File: src/rtl/fn_sw_pipe_if.sv
// Operand/result handshake bundle for fn_sw_pipe.
// The master side is the operand source plus result consumer; the slave side is the pipe itself.
interface fn_sw_pipe_if #(
  parameter int unsigned WIDTH = 8,
  parameter int unsigned CNT_W = 16
);
  logic             in_valid;
  logic             in_ready;
  logic [WIDTH-1:0] a;
  logic [WIDTH-1:0] b;
  logic [2:0]       sel;
  logic             out_valid;
  logic             out_ready;
  logic [WIDTH-1:0] y;
  logic             carry;
  logic             zero;
  logic [CNT_W-1:0] op_count;

  modport master (
    output in_valid, a, b, sel, out_ready,
    input  in_ready, out_valid, y, carry, zero, op_count
  );

  modport slave (
    input  in_valid, a, b, sel, out_ready,
    output in_ready, out_valid, y, carry, zero, op_count
  );
endinterface

File: src/rtl/fn_sw_pipe.sv
// Eight-operation function unit with valid/ready handshakes and a DEPTH-entry result FIFO.
// The FIFO head is kept in its own register so y/carry/zero come straight from flops.
module fn_sw_pipe #(
  parameter int unsigned WIDTH = 8,
  parameter int unsigned DEPTH = 2,
  parameter int unsigned CNT_W = 16
) (
  input logic          clk,
  input logic          rst,
  fn_sw_pipe_if.slave  bus
);
  localparam int unsigned SH_W  = $clog2(WIDTH);
  localparam int unsigned PTR_W = (DEPTH > 1) ? $clog2(DEPTH) : 1;
  localparam int unsigned CW    = $clog2(DEPTH + 1);
  localparam int unsigned EW    = WIDTH + 2;

  logic [WIDTH:0]   w_sum, w_diff, w_shl;
  logic [SH_W-1:0]  w_shamt;
  logic [WIDTH-1:0] w_res;
  logic             w_carry, w_zero;
  logic [EW-1:0]    w_entry;

  logic [EW-1:0]    r_mem [DEPTH];
  logic [EW-1:0]    r_head, w_head_d;
  logic [PTR_W-1:0] r_wr_ptr, r_rd_ptr, w_wr_ptr_d, w_rd_ptr_d;
  logic [CW-1:0]    r_count, w_count_d;
  logic [CNT_W-1:0] r_op_cnt;
  logic             w_push, w_pop;

  function automatic logic [PTR_W-1:0] ptr_inc(input logic [PTR_W-1:0] p);
    return (p == PTR_W'(DEPTH - 1)) ? '0 : p + PTR_W'(1);
  endfunction

  assign w_shamt = bus.b[SH_W-1:0];
  assign w_sum   = {1'b0, bus.a} + {1'b0, bus.b};
  assign w_diff  = {1'b0, bus.a} - {1'b0, bus.b};
  // Bit WIDTH of the widened shift is the last bit pushed out; zero for a shift of 0.
  assign w_shl   = {1'b0, bus.a} << w_shamt;

  always_comb begin
    w_res   = '0;
    w_carry = 1'b0;
    unique case (bus.sel)
      3'd0: w_res = bus.a & bus.b;
      3'd1: w_res = bus.a | bus.b;
      3'd2: w_res = bus.a ^ bus.b;
      3'd3: w_res = ~bus.a;
      3'd4: begin w_res = w_sum[WIDTH-1:0];  w_carry = w_sum[WIDTH];  end
      3'd5: begin w_res = w_diff[WIDTH-1:0]; w_carry = w_diff[WIDTH]; end
      3'd6: begin w_res = w_shl[WIDTH-1:0];  w_carry = w_shl[WIDTH];  end
      3'd7: w_res = {{(WIDTH-1){1'b0}}, (bus.a < bus.b)};
    endcase
  end

  assign w_zero  = (w_res == '0);
  assign w_entry = {w_carry, w_zero, w_res};

  assign bus.in_ready  = (r_count < CW'(DEPTH));
  assign bus.out_valid = (r_count != '0);
  assign w_push        = bus.in_valid && bus.in_ready;
  assign w_pop         = bus.out_valid && bus.out_ready;

  always_comb begin
    w_wr_ptr_d = w_push ? ptr_inc(r_wr_ptr) : r_wr_ptr;
    w_rd_ptr_d = w_pop ? ptr_inc(r_rd_ptr) : r_rd_ptr;
    w_count_d  = r_count;
    if (w_push && !w_pop) begin
      w_count_d = r_count + CW'(1);
    end else if (!w_push && w_pop) begin
      w_count_d = r_count - CW'(1);
    end
    // Empty afterwards: keep the last popped value. A push landing on the new head bypasses memory.
    if (w_count_d == '0) begin
      w_head_d = r_head;
    end else if (w_push && (r_wr_ptr == w_rd_ptr_d)) begin
      w_head_d = w_entry;
    end else begin
      w_head_d = r_mem[w_rd_ptr_d];
    end
  end

  always_ff @(posedge clk) begin
    if (w_push) begin
      r_mem[r_wr_ptr] <= w_entry;
    end
  end

  always_ff @(posedge clk) begin
    if (rst) begin
      r_wr_ptr <= '0;
      r_rd_ptr <= '0;
      r_count  <= '0;
      r_head   <= '0;
      r_op_cnt <= '0;
    end else begin
      r_wr_ptr <= w_wr_ptr_d;
      r_rd_ptr <= w_rd_ptr_d;
      r_count  <= w_count_d;
      r_head   <= w_head_d;
      if (w_pop) begin
        r_op_cnt <= r_op_cnt + CNT_W'(1);
      end
    end
  end

  assign bus.y        = r_head[WIDTH-1:0];
  assign bus.zero     = r_head[WIDTH];
  assign bus.carry    = r_head[WIDTH+1];
  assign bus.op_count = r_op_cnt;
endmodule

File: src/flat_wrapper.sv
// flat-port wrapper written by rule: the top's interface ports become plain ports
module fn_sw_pipe_flat 
#(
  parameter int unsigned WIDTH = 8,
  parameter int unsigned DEPTH = 2,
  parameter int unsigned CNT_W = 16
)
  (clk, rst, bus_in_valid, bus_a, bus_b, bus_sel, bus_out_ready, bus_in_ready, bus_out_valid, bus_y, bus_carry, bus_zero, bus_op_count);
  fn_sw_pipe_if #(.WIDTH(WIDTH), .CNT_W(CNT_W)) bus_i ();
  input logic clk;
  input logic rst;
  input wire logic [$bits(bus_i.in_valid)-1:0] bus_in_valid;
  input wire logic [$bits(bus_i.a)-1:0] bus_a;
  input wire logic [$bits(bus_i.b)-1:0] bus_b;
  input wire logic [$bits(bus_i.sel)-1:0] bus_sel;
  input wire logic [$bits(bus_i.out_ready)-1:0] bus_out_ready;
  output wire logic [$bits(bus_i.in_ready)-1:0] bus_in_ready;
  output wire logic [$bits(bus_i.out_valid)-1:0] bus_out_valid;
  output wire logic [$bits(bus_i.y)-1:0] bus_y;
  output wire logic [$bits(bus_i.carry)-1:0] bus_carry;
  output wire logic [$bits(bus_i.zero)-1:0] bus_zero;
  output wire logic [$bits(bus_i.op_count)-1:0] bus_op_count;
  assign bus_i.in_valid = bus_in_valid;
  assign bus_i.a = bus_a;
  assign bus_i.b = bus_b;
  assign bus_i.sel = bus_sel;
  assign bus_i.out_ready = bus_out_ready;
  assign bus_in_ready = bus_i.in_ready;
  assign bus_out_valid = bus_i.out_valid;
  assign bus_y = bus_i.y;
  assign bus_carry = bus_i.carry;
  assign bus_zero = bus_i.zero;
  assign bus_op_count = bus_i.op_count;
  fn_sw_pipe #(.WIDTH(WIDTH), .DEPTH(DEPTH), .CNT_W(CNT_W)) u_core (.clk(clk), .rst(rst), .bus(bus_i));
endmodule
File: config.mk
export PLATFORM = sky130hd
export DESIGN_NAME = fn_sw_pipe_flat
export DESIGN_NICKNAME = d
export VERILOG_FILES = /design/src/rtl/fn_sw_pipe_if.sv /design/src/rtl/fn_sw_pipe.sv /design/src/flat_wrapper.sv
export SDC_FILE = /design/constraint.sdc
export NUM_CORES = 1
export LEC_CHECK = 0
export BUFFER_PORTS_ARGS = -buffer_cell sky130_fd_sc_hd__buf_2
export CORE_MARGIN = 2
export CORE_UTILIZATION = 30
export CTS_CLUSTER_SIZE = 24
export DETAILED_ROUTE_END_ITERATION = 12
export SLEW_MARGIN = 40
export SYNTH_ARGS = -nofsm -noshare
export SYNTH_HDL_FRONTEND = slang
export SYNTH_SLANG_ARGS = --single-unit
File: constraint.sdc
create_clock -name clk -period 7.1 [get_ports clk]
set_input_delay 0 -clock clk [delete_from_list [all_inputs] [get_ports clk]]
set_output_delay 0 -clock clk [all_outputs]
set_load 0.1 [all_outputs]
# Word level (Yosys, flattened, before mapping)
# Memory sizes are Yosys's and may differ from the RTL's. A register that Yosys moved wholly into a read port is not among the register bits.
# Index checks and enable logic that the tools add are counted.
# classes
muxes,9
n_reduce_logical,11
bitwise,4
order_cmp,2
eq_ne,7
shift,1
addsub,7
# op_table
cell,count
$pmux W8 S8,1
$add A16 B1 Y16 const B,1
$eq A3 B3 Y1 const B,4
$add A8 B8 Y9,1
$shl A8 B3 Y9,1
$sub A8 B8 Y9,1
$and A8 B8 Y8,1
$logic_not A8 Y1,1
$lt A8 B8 Y1,1
$not A8 Y8,1
$or A8 B8 Y8,1
$xor A8 B8 Y8,1
$eq A3 B2 Y1 const B,2
$mux W1,5
$logic_and A1 B1 Y1,4
$mux W2,2
$eq A3 B1 Y1 const B,1
$logic_not A1 Y1,3
$logic_not A3 Y1,1
$pmux W1 S3,1
$add A1 B1 Y1 const B,2
$add A2 B1 Y2 const B,1
$logic_not A2 Y1,1
$lt A2 B2 Y1 const B,1
other kinds (2),2
# word_totals
ramBits,20
out_inout_bits,28
memories,1
register_bits,20
word_cells,46
# mem_list
memory,words,width,read_ports,rd_clocked_by_memory_dff,write_ports,line,text
u_core.r_mem,2,10,1,1,1,fn_sw_pipe.sv:23,logic [EW-1:0] r_mem [DEPTH];

# Logic depth before layout (Yosys ltp)
# Gate-level depths: netlist (run 1).
# logic_depth
ltp_word,8
mapped_depth,11

# Worst setup path before layout (run 1)
# Ideal clock, no wire load.
# synth_timing
path_type,reg-to-reg
from,register u_core.r_count[1]
to,register u_core.r_head[5] (read register of u_core.r_mem)
setup_time_ns,0.128
stages_incl_launch_ff,11
setup_slack_ns,4.240
arrival_time_ns,2.732
cell_sequence,dfxtp_1 -> inv_1 -> ha_1 -> nor2b_1 -> xnor2_1 -> clkbuf_1 -> mux2_2 -> nand2_1 -> o21ai_0 -> mux2i_1 -> nor2_1
# synth_between
elab_chain_len,8
elab_cells_between_ends,15
# synth_lines
element,line,text
"start, declared",fn_sw_pipe.sv:26,"logic [CW-1:0] r_count, w_count_d;"
"start signal, assigned",fn_sw_pipe.sv:98,r_count <= w_count_d;
$lt A2 B2 Y1 *,fn_sw_pipe.sv:58,assign bus.in_ready = (r_count < CW'(DEPTH));
net bus_in_ready,flat_wrapper.sv:17,output wire logic [$bits(bus_i.in_ready)-1:0] bus_in_ready;
$logic_and A1 B1 Y1 *,fn_sw_pipe.sv:60,assign w_push = bus.in_valid && bus.in_ready;
$logic_not A1 Y1,fn_sw_pipe.sv:69,end else if (!w_push && w_pop) begin
$logic_and A1 B1 Y1,fn_sw_pipe.sv:69,
$mux W2,fn_sw_pipe.sv:69,
$mux W2 *,fn_sw_pipe.sv:67,if (w_push && !w_pop) begin
$logic_not A2 Y1 *,fn_sw_pipe.sv:73,if (w_count_d == '0) begin
$logic_not A1 Y1 (no source line) *,-,
"end, declared",fn_sw_pipe.sv:24,"logic [EW-1:0] r_head, w_head_d;"
# Mark *: on every way through the listed nets, which the timed path passes. The rest lies on a longest branch.
# A chain may end at the register's enable or synchronous reset.

# Final worst setup path (run 1)
# layout_timing
from,register u_core.r_count[1]
to,register u_core.r_head[4] (read register of u_core.r_mem)
# layout_between
elab_chain_len,8
elab_cells_between_ends,15
# layout_lines
element,line
$lt A2 B2 Y1,fn_sw_pipe.sv:58
$logic_and A1 B1 Y1,fn_sw_pipe.sv:60
$logic_not A1 Y1,fn_sw_pipe.sv:69
$logic_and A1 B1 Y1,fn_sw_pipe.sv:69
$mux W2,fn_sw_pipe.sv:69
$mux W2,fn_sw_pipe.sv:67
$logic_not A2 Y1,fn_sw_pipe.sv:73
$logic_not A1 Y1 (no source line),-
# Parallel ways exist; a longest one is shown, timed or not.

==> results_dict.tcl, run 1 <==
set metrics [dict create \
    status "finished, final reports clean" \
    routed_wl_um 9050 \
    endpoint_kind "flip-flop" \
    cp_cell_sequence "inv_1, ha_1, nor2b_2, xnor2_1, buf_4, xor2_1, nand2_1, nor2_1, a211oi_1, a21oi_1, nor2_1" \
    clkLatencyLatePin_ps 290 \
    die_x_um 115 \
    setup_viol 0 \
    root_buffer "clkbuf_16" \
    synth_compound_area_frac 0.182 \
    antenna_found_initial 0 \
    tightest_slew_ps 636 \
    clkTransAtPathRegs_ps 70 \
    drc 0 \
    fmax_mhz 354 \
    netlist_area_um2 3710 \
    syn_avg_cell_area_um2 8.66 \
    num_rows 40 \
    synth-edff-count 20 \
    cpPeakStageDelay_ps 490 \
    synthMuxAreaShare 0.0815 \
    overflow 0 \
    worstPathRequired_ps 7250 \
    final_nets 519 \
    synth.net_count 482 \
    ys_ff_latch 50 \
    cts_tree "built" \
    drt.antenna.violating_nets 0 \
    relSlewSlack 0.576 \
    grt_pass1_wl_um 14800 \
    p_leak_nw 1.82 \
    synth_top_family_by_area "simple AND/OR/NAND/NOR gates" \
    design_area_um2 4290 \
    post_cts_buffers 0 \
    post_dp_cell_area_um2 4090 \
    crit_top_cell "nor2_1" \
    yosysTopAreaCell "dfxtp_1" \
    startpoint_type "flip-flop" \
    drv_slew 0 \
    synth_cells 429 \
    min_period_ps 2820 \
    min_path_type "input port to flip-flop" \
    finalHoldViolCount 0 \
    drtIter0Drc 274 \
    port_buffers 50 \
    dp_hpwl_um 6870 \
    synthAdderAreaFrac 0.105 \
    ys_seq_area_frac 0.323 \
    critPathMaxFanout 19 \
    synth_simple_gate_area_frac 0.190 \
    timing.hold.ws_ps 145 \
    yosysMostFrequentCell "nor2_1" \
    place.gp.congestion 0.886 \
    hold_buffers 0 \
    drv_cap 0 \
    via_per_inst 5.07 \
    slowest_stage "nor2b_2" \
    numCtsBuffers 5 \
    synth_flop_cell "dfxtp_1" \
    ys_top_cells_by_area "dfxtp_1 (16%), edfxtp_1 (16%), ha_1 (9.4%)" \
    cts-resized-gates 0 \
    critical_path_arrival_ps 2980 \
    grt_pass1_vias 3014 \
    crit_type "flip-flop to flip-flop" \
    p_per_area_nw_per_um2 316 \
    clockBufferDepth 2 \
    grt_max_degree 31 \
    timing.final.crit_share 0.398 \
    ir_worst_vdd_mv 0.157 \
    ios 51 \
    initial_utilization 0.308 \
    drtPass1Iterations 7 \
    ys_types 66 \
    synthTopCellsByCount "nor2_1 (51), inv_1 (32), nand2_1 (31)" \
    grt_setup_unrepaired "no" \
    die_y_um 115 \
    h-tree-depth 2 \
    core-area_um2 12100 \
    grtUsageTotal 0.136 \
    diodes 0 \
    synth_top_area_frac 0.162 \
    wl_per_cell_um 14.3 \
    clock_sinks 50 \
    yosys_warnings 0 \
    areaGrowthSynthToFinish_pct 15.5 \
    die_area_um2 13300 \
    synth_xor_area_frac 0.0566 \
    vias 3219 \
    fin_skew_ps 9.01 \
    drive_gt1_frac 0.156 \
    async_flop_share 0 \
    fin_tns_setup_ps 0 \
]
-- final timing paths --
kind	startpoint	endpoint	slack, ps	cells past startpoint
setup / recovery	u_core.r_count[1]	u_core.r_head[4]	4280	11
hold / removal	bus_in_valid	u_core.r_count[1]	150	3
setup reg to reg	u_core.r_count[1]	u_core.r_head[4]	4280	11
hold reg to reg	u_core.r_head[9]	u_core.r_head[9]	450	2
-- final cells by class --
| class | instances | area, um2 |
|---|---|---|
| Fill cell | 1267 | 7770 |
| Sequential cell | 50 | 1200 |
| Clock buffer | 5 | 125 |
| Timing Repair Buffer | 51 | 258 |
| Clock inverter | 3 | 68.8 |
| Inverter | 35 | 131 |
| Multi-Input combinational cell | 323 | 2290 |
| Tap cell | 168 | 210 |
-- cells in the final DEF (no fill, tap or decap), types with 4 or more instances in the layout --
master,n
inv_1,32
o21ai_0,13
nor2_1,50
a21oi_1,30
edfxtp_1,20
xor2_1,15
buf_2,50
nor2b_1,6
o211ai_1,6
a211oi_1,8
mux2i_1,19
o21ai_1,6
nand3_1,9
nor3b_1,6
clkbuf_16,5
nor3_1,8
and2_1,4
xnor2_1,9
nand4_1,4
nand2_1,31
ha_1,28
dfxtp_1,30
-- metal layers --
layer,part of all wire,GRT usage,up-vias
met5,0,0,-
met4,0.013,0.0353,0
met3,0.051,0.0132,6
met2,0.45,0.223,104
met1,0.48,0.192,1506
li1,-,-,1603
-- per-stage QoR --
step                      total power [W]   util  setup WS (ps)  instances
after floorplan                  0.000935      -           4240        429
after global placement            0.00104  0.339           3980        627
after detailed placement          0.00106  0.339           4260        627
after CTS                         0.00136  0.355           4270        635
after global routing              0.00143  0.355           3960        635
final                             0.00135  0.355           4280        635
-- worst max-delay path, delay by kind of cell, from the launching register on --
family | cells | cell delay (ps)
simple gates | 4 | 1120
flops | 1 | 400
fa+ha+maj | 1 | 210
xor+xnor | 2 | 410
compound gates | 2 | 220
buf+inv | 2 | 330
-- sequential cells by signal, summed over array words and instances, names as in the netlist --
register             count
u_core.r_wr_ptr          1
u_core.r_head           10
u_core.r_rd_ptr          1
u_core.r_count           2
u_core.bus.op_count     16
u_core.r_mem            20
-- report_power, final --
group / switching (W) / internal, W
Combinational: 0.000491 / 0.000170
Sequential: 0.0000274 / 0.000360
Clock: 0.000102 / 0.000202
-- cell families (layout without fill, tap and decap cells) --
group / count (synthesis) / after routing
AOI/OAI and AO/OA: 101 / 101
xor gates and xnor gates: 24 / 24
adders and majority gates: 30 / 30
buffers and inverters: 56 / 94
DFF: 50 / 50
muxes: 26 / 26
and+or+nand+nor: 142 / 142
Note: power is estimated with default switching activity, not from simulation.
==> inputs of run 2 (changes only) <==
- ABC_AREA: not set -> 1
- clock period: 7.1 -> 2.7 ns (I/O delays scaled with it)
==> results_dict.tcl, run 2 <==
set metrics [dict create \
    async_flop_share 0 \
    clkTransAtPathRegs_ps 70 \
    die_y_um 115 \
    ir_worst_vdd_mv 0.315 \
    cts_tree "built" \
    vias 3725 \
    synth_top_area_frac 0.163 \
    synth.net_count 604 \
    grtUsageTotal 0.156 \
    status "finished, final reports clean" \
    grt_pass1_wl_um 16700 \
    final_nets 655 \
    synth_flop_cell "dfxtp_1" \
    ff2ff_path_depth 12 \
    min_period_ps 2350 \
    total_power_w 0.00342 \
    root_buffer "clkbuf_16" \
    fin_cells 750 \
    largest_reg_flops 20 \
    drtIter0Drc 298 \
    fin_skew_ps 4.58 \
    post_cts_buffers 0 \
    relSlewSlack 0.562 \
    crit_type "flip-flop to flip-flop" \
    overflow 0 \
    drt.antenna.violating_nets 0 \
    numCtsBuffers 5 \
    via_per_inst 4.97 \
    startpoint_type "flip-flop" \
    dp.cells 741 \
    fmax_mhz 425 \
    initial_utilization 0.307 \
    wl_per_cell_um 13.7 \
    dp_hpwl_um 8080 \
    worstPathRequired_ps 2920 \
    place.gp.congestion 0.976 \
    finalHoldViolCount 0 \
    timing.final.crit_share 0.871 \
    drtPass1Iterations 5 \
    synth-edff-count 20 \
    diodes 0 \
    clock_sinks 50 \
    critPathMaxFanout 13 \
    ys_ff_latch 50 \
    clkLatencyLatePin_ps 290 \
    grt_setup_unrepaired "no" \
    setup_viol 0 \
    final_common_cell "nand2_1" \
    ys_top_cells_by_area "dfxtp_1 (16%), edfxtp_1 (16%), nand2_1 (13%)" \
    grt_pass1_vias 3404 \
    die_area_um2 13200 \
    h-tree-depth 2 \
    drive_gt1_frac 0.141 \
    tightest_slew_ps 657 \
    ios 51 \
    hold_depth 3 \
    p_per_area_nw_per_um2 800 \
    ys_seq_area_frac 0.326 \
    grt_max_degree 25 \
    hold_buffers 1 \
    p_leak_nw 2.08 \
    timing.hold.ws_ps 4.45 \
    drc 0 \
    die_x_um 115 \
    port_buffers 50 \
    final_cell_mix "nand2_1 (129), nor2_1 (85), inv_1 (78), nand3_1 (52), buf_2 (50)" \
    core-area_um2 12000 \
    synthTopCellsByCount "nand2_1 (129), nor2_1 (86), inv_1 (78)" \
    drv_cap 0 \
    cts-resized-gates 0 \
    regMostFlops "u_core.r_mem" \
    clockBufferDepth 2 \
    yosysMostFrequentCell "nand2_1" \
    fin_tns_setup_ps 0 \
    routed_wl_um 10300 \
    antenna_found_initial 0 \
    critical_path_arrival_ps 2570 \
    yosys_warnings 0 \
    num_rows 40 \
    syn_avg_cell_area_um2 6.69 \
    synth_cells 551 \
    min_path_type "input port to flip-flop" \
    drv_slew 0 \
    yosysTopAreaCell "dfxtp_1" \
    areaGrowthSynthToFinish_pct 16.0 \
    ys_types 34 \
    netlist_area_um2 3680 \
    endpoint_kind "flip-flop" \
]
## run 2: cell families (layout without fill, tap and decap cells)
kind of cell / after synthesis / in the layout / share of synthesized area
AND/OR/NAND/NOR: 300 / 300 / 0.351
buffers and inverters: 93 / 145 / 0.0964
AO/OA/AOI/OAI: 76 / 76 / 0.115
flip-flops: 50 / 50 / 0.326
adder cells (fa/ha/maj): 30 / 30 / 0.106
XOR/XNOR: 2 / 2 / 0.00475
## run 2: report_power, final
| part | internal, W | switching, W |
|---|---|---|
| sequential | 0.000946 | 0.0000628 |
| clock | 0.000433 | 0.000262 |
| combinational | 0.000397 | 0.00132 |
## run 2: routing by layer
layer / global-route usage / wire [um]
met5: 0 / 0
met3: 0.0153 / 481
met1: 0.213 / 4920
met2: 0.258 / 4690
met4: 0.0506 / 218
## run 2: critical path: stages, from the launching register on
cell	delay, ps
dfxtp_1	360
inv_1	60
ha_1	230
nor2_4	240
nand2_1	90
nand2_1	360
inv_1	110
nor2_1	130
nor3_2	60
buf_4	180
o31ai_1	240
inv_1	70
a21oi_1	130
## run 2: cell type report
cell class	count	area, um2
Sequential cell	50	1200
Multi-Input combinational cell	408	2130
Timing Repair Buffer	54	283
Fill cell	1299	7740
Inverter	83	312
Tap cell	147	184
Clock inverter	3	40.0
Clock buffer	5	125
## run 2: worst paths after layout
| check | start | slack, ps | endpoint |
|---|---|---|---|
| max reg2reg | u_core.r_count[0] | 350 | u_core.r_head[8] |
| min reg2reg | u_core.bus.op_count[15] | 470 | u_core.bus.op_count[15] |
| max | u_core.r_count[0] | 350 | u_core.r_head[8] |
| min | bus_in_valid | 4 | u_core.r_count[1] |
## run 2: metrics by stage
stage	setup WS, ps	cell area (um2)	utilization
2_1_floorplan	161	3680	-
3_3_place_gp	405	4100	0.341
3_5_place_dp	322	4100	0.341
4_1_cts	306	4280	0.356
5_1_grt	59.6	4280	0.356
6_report	349	4280	0.356
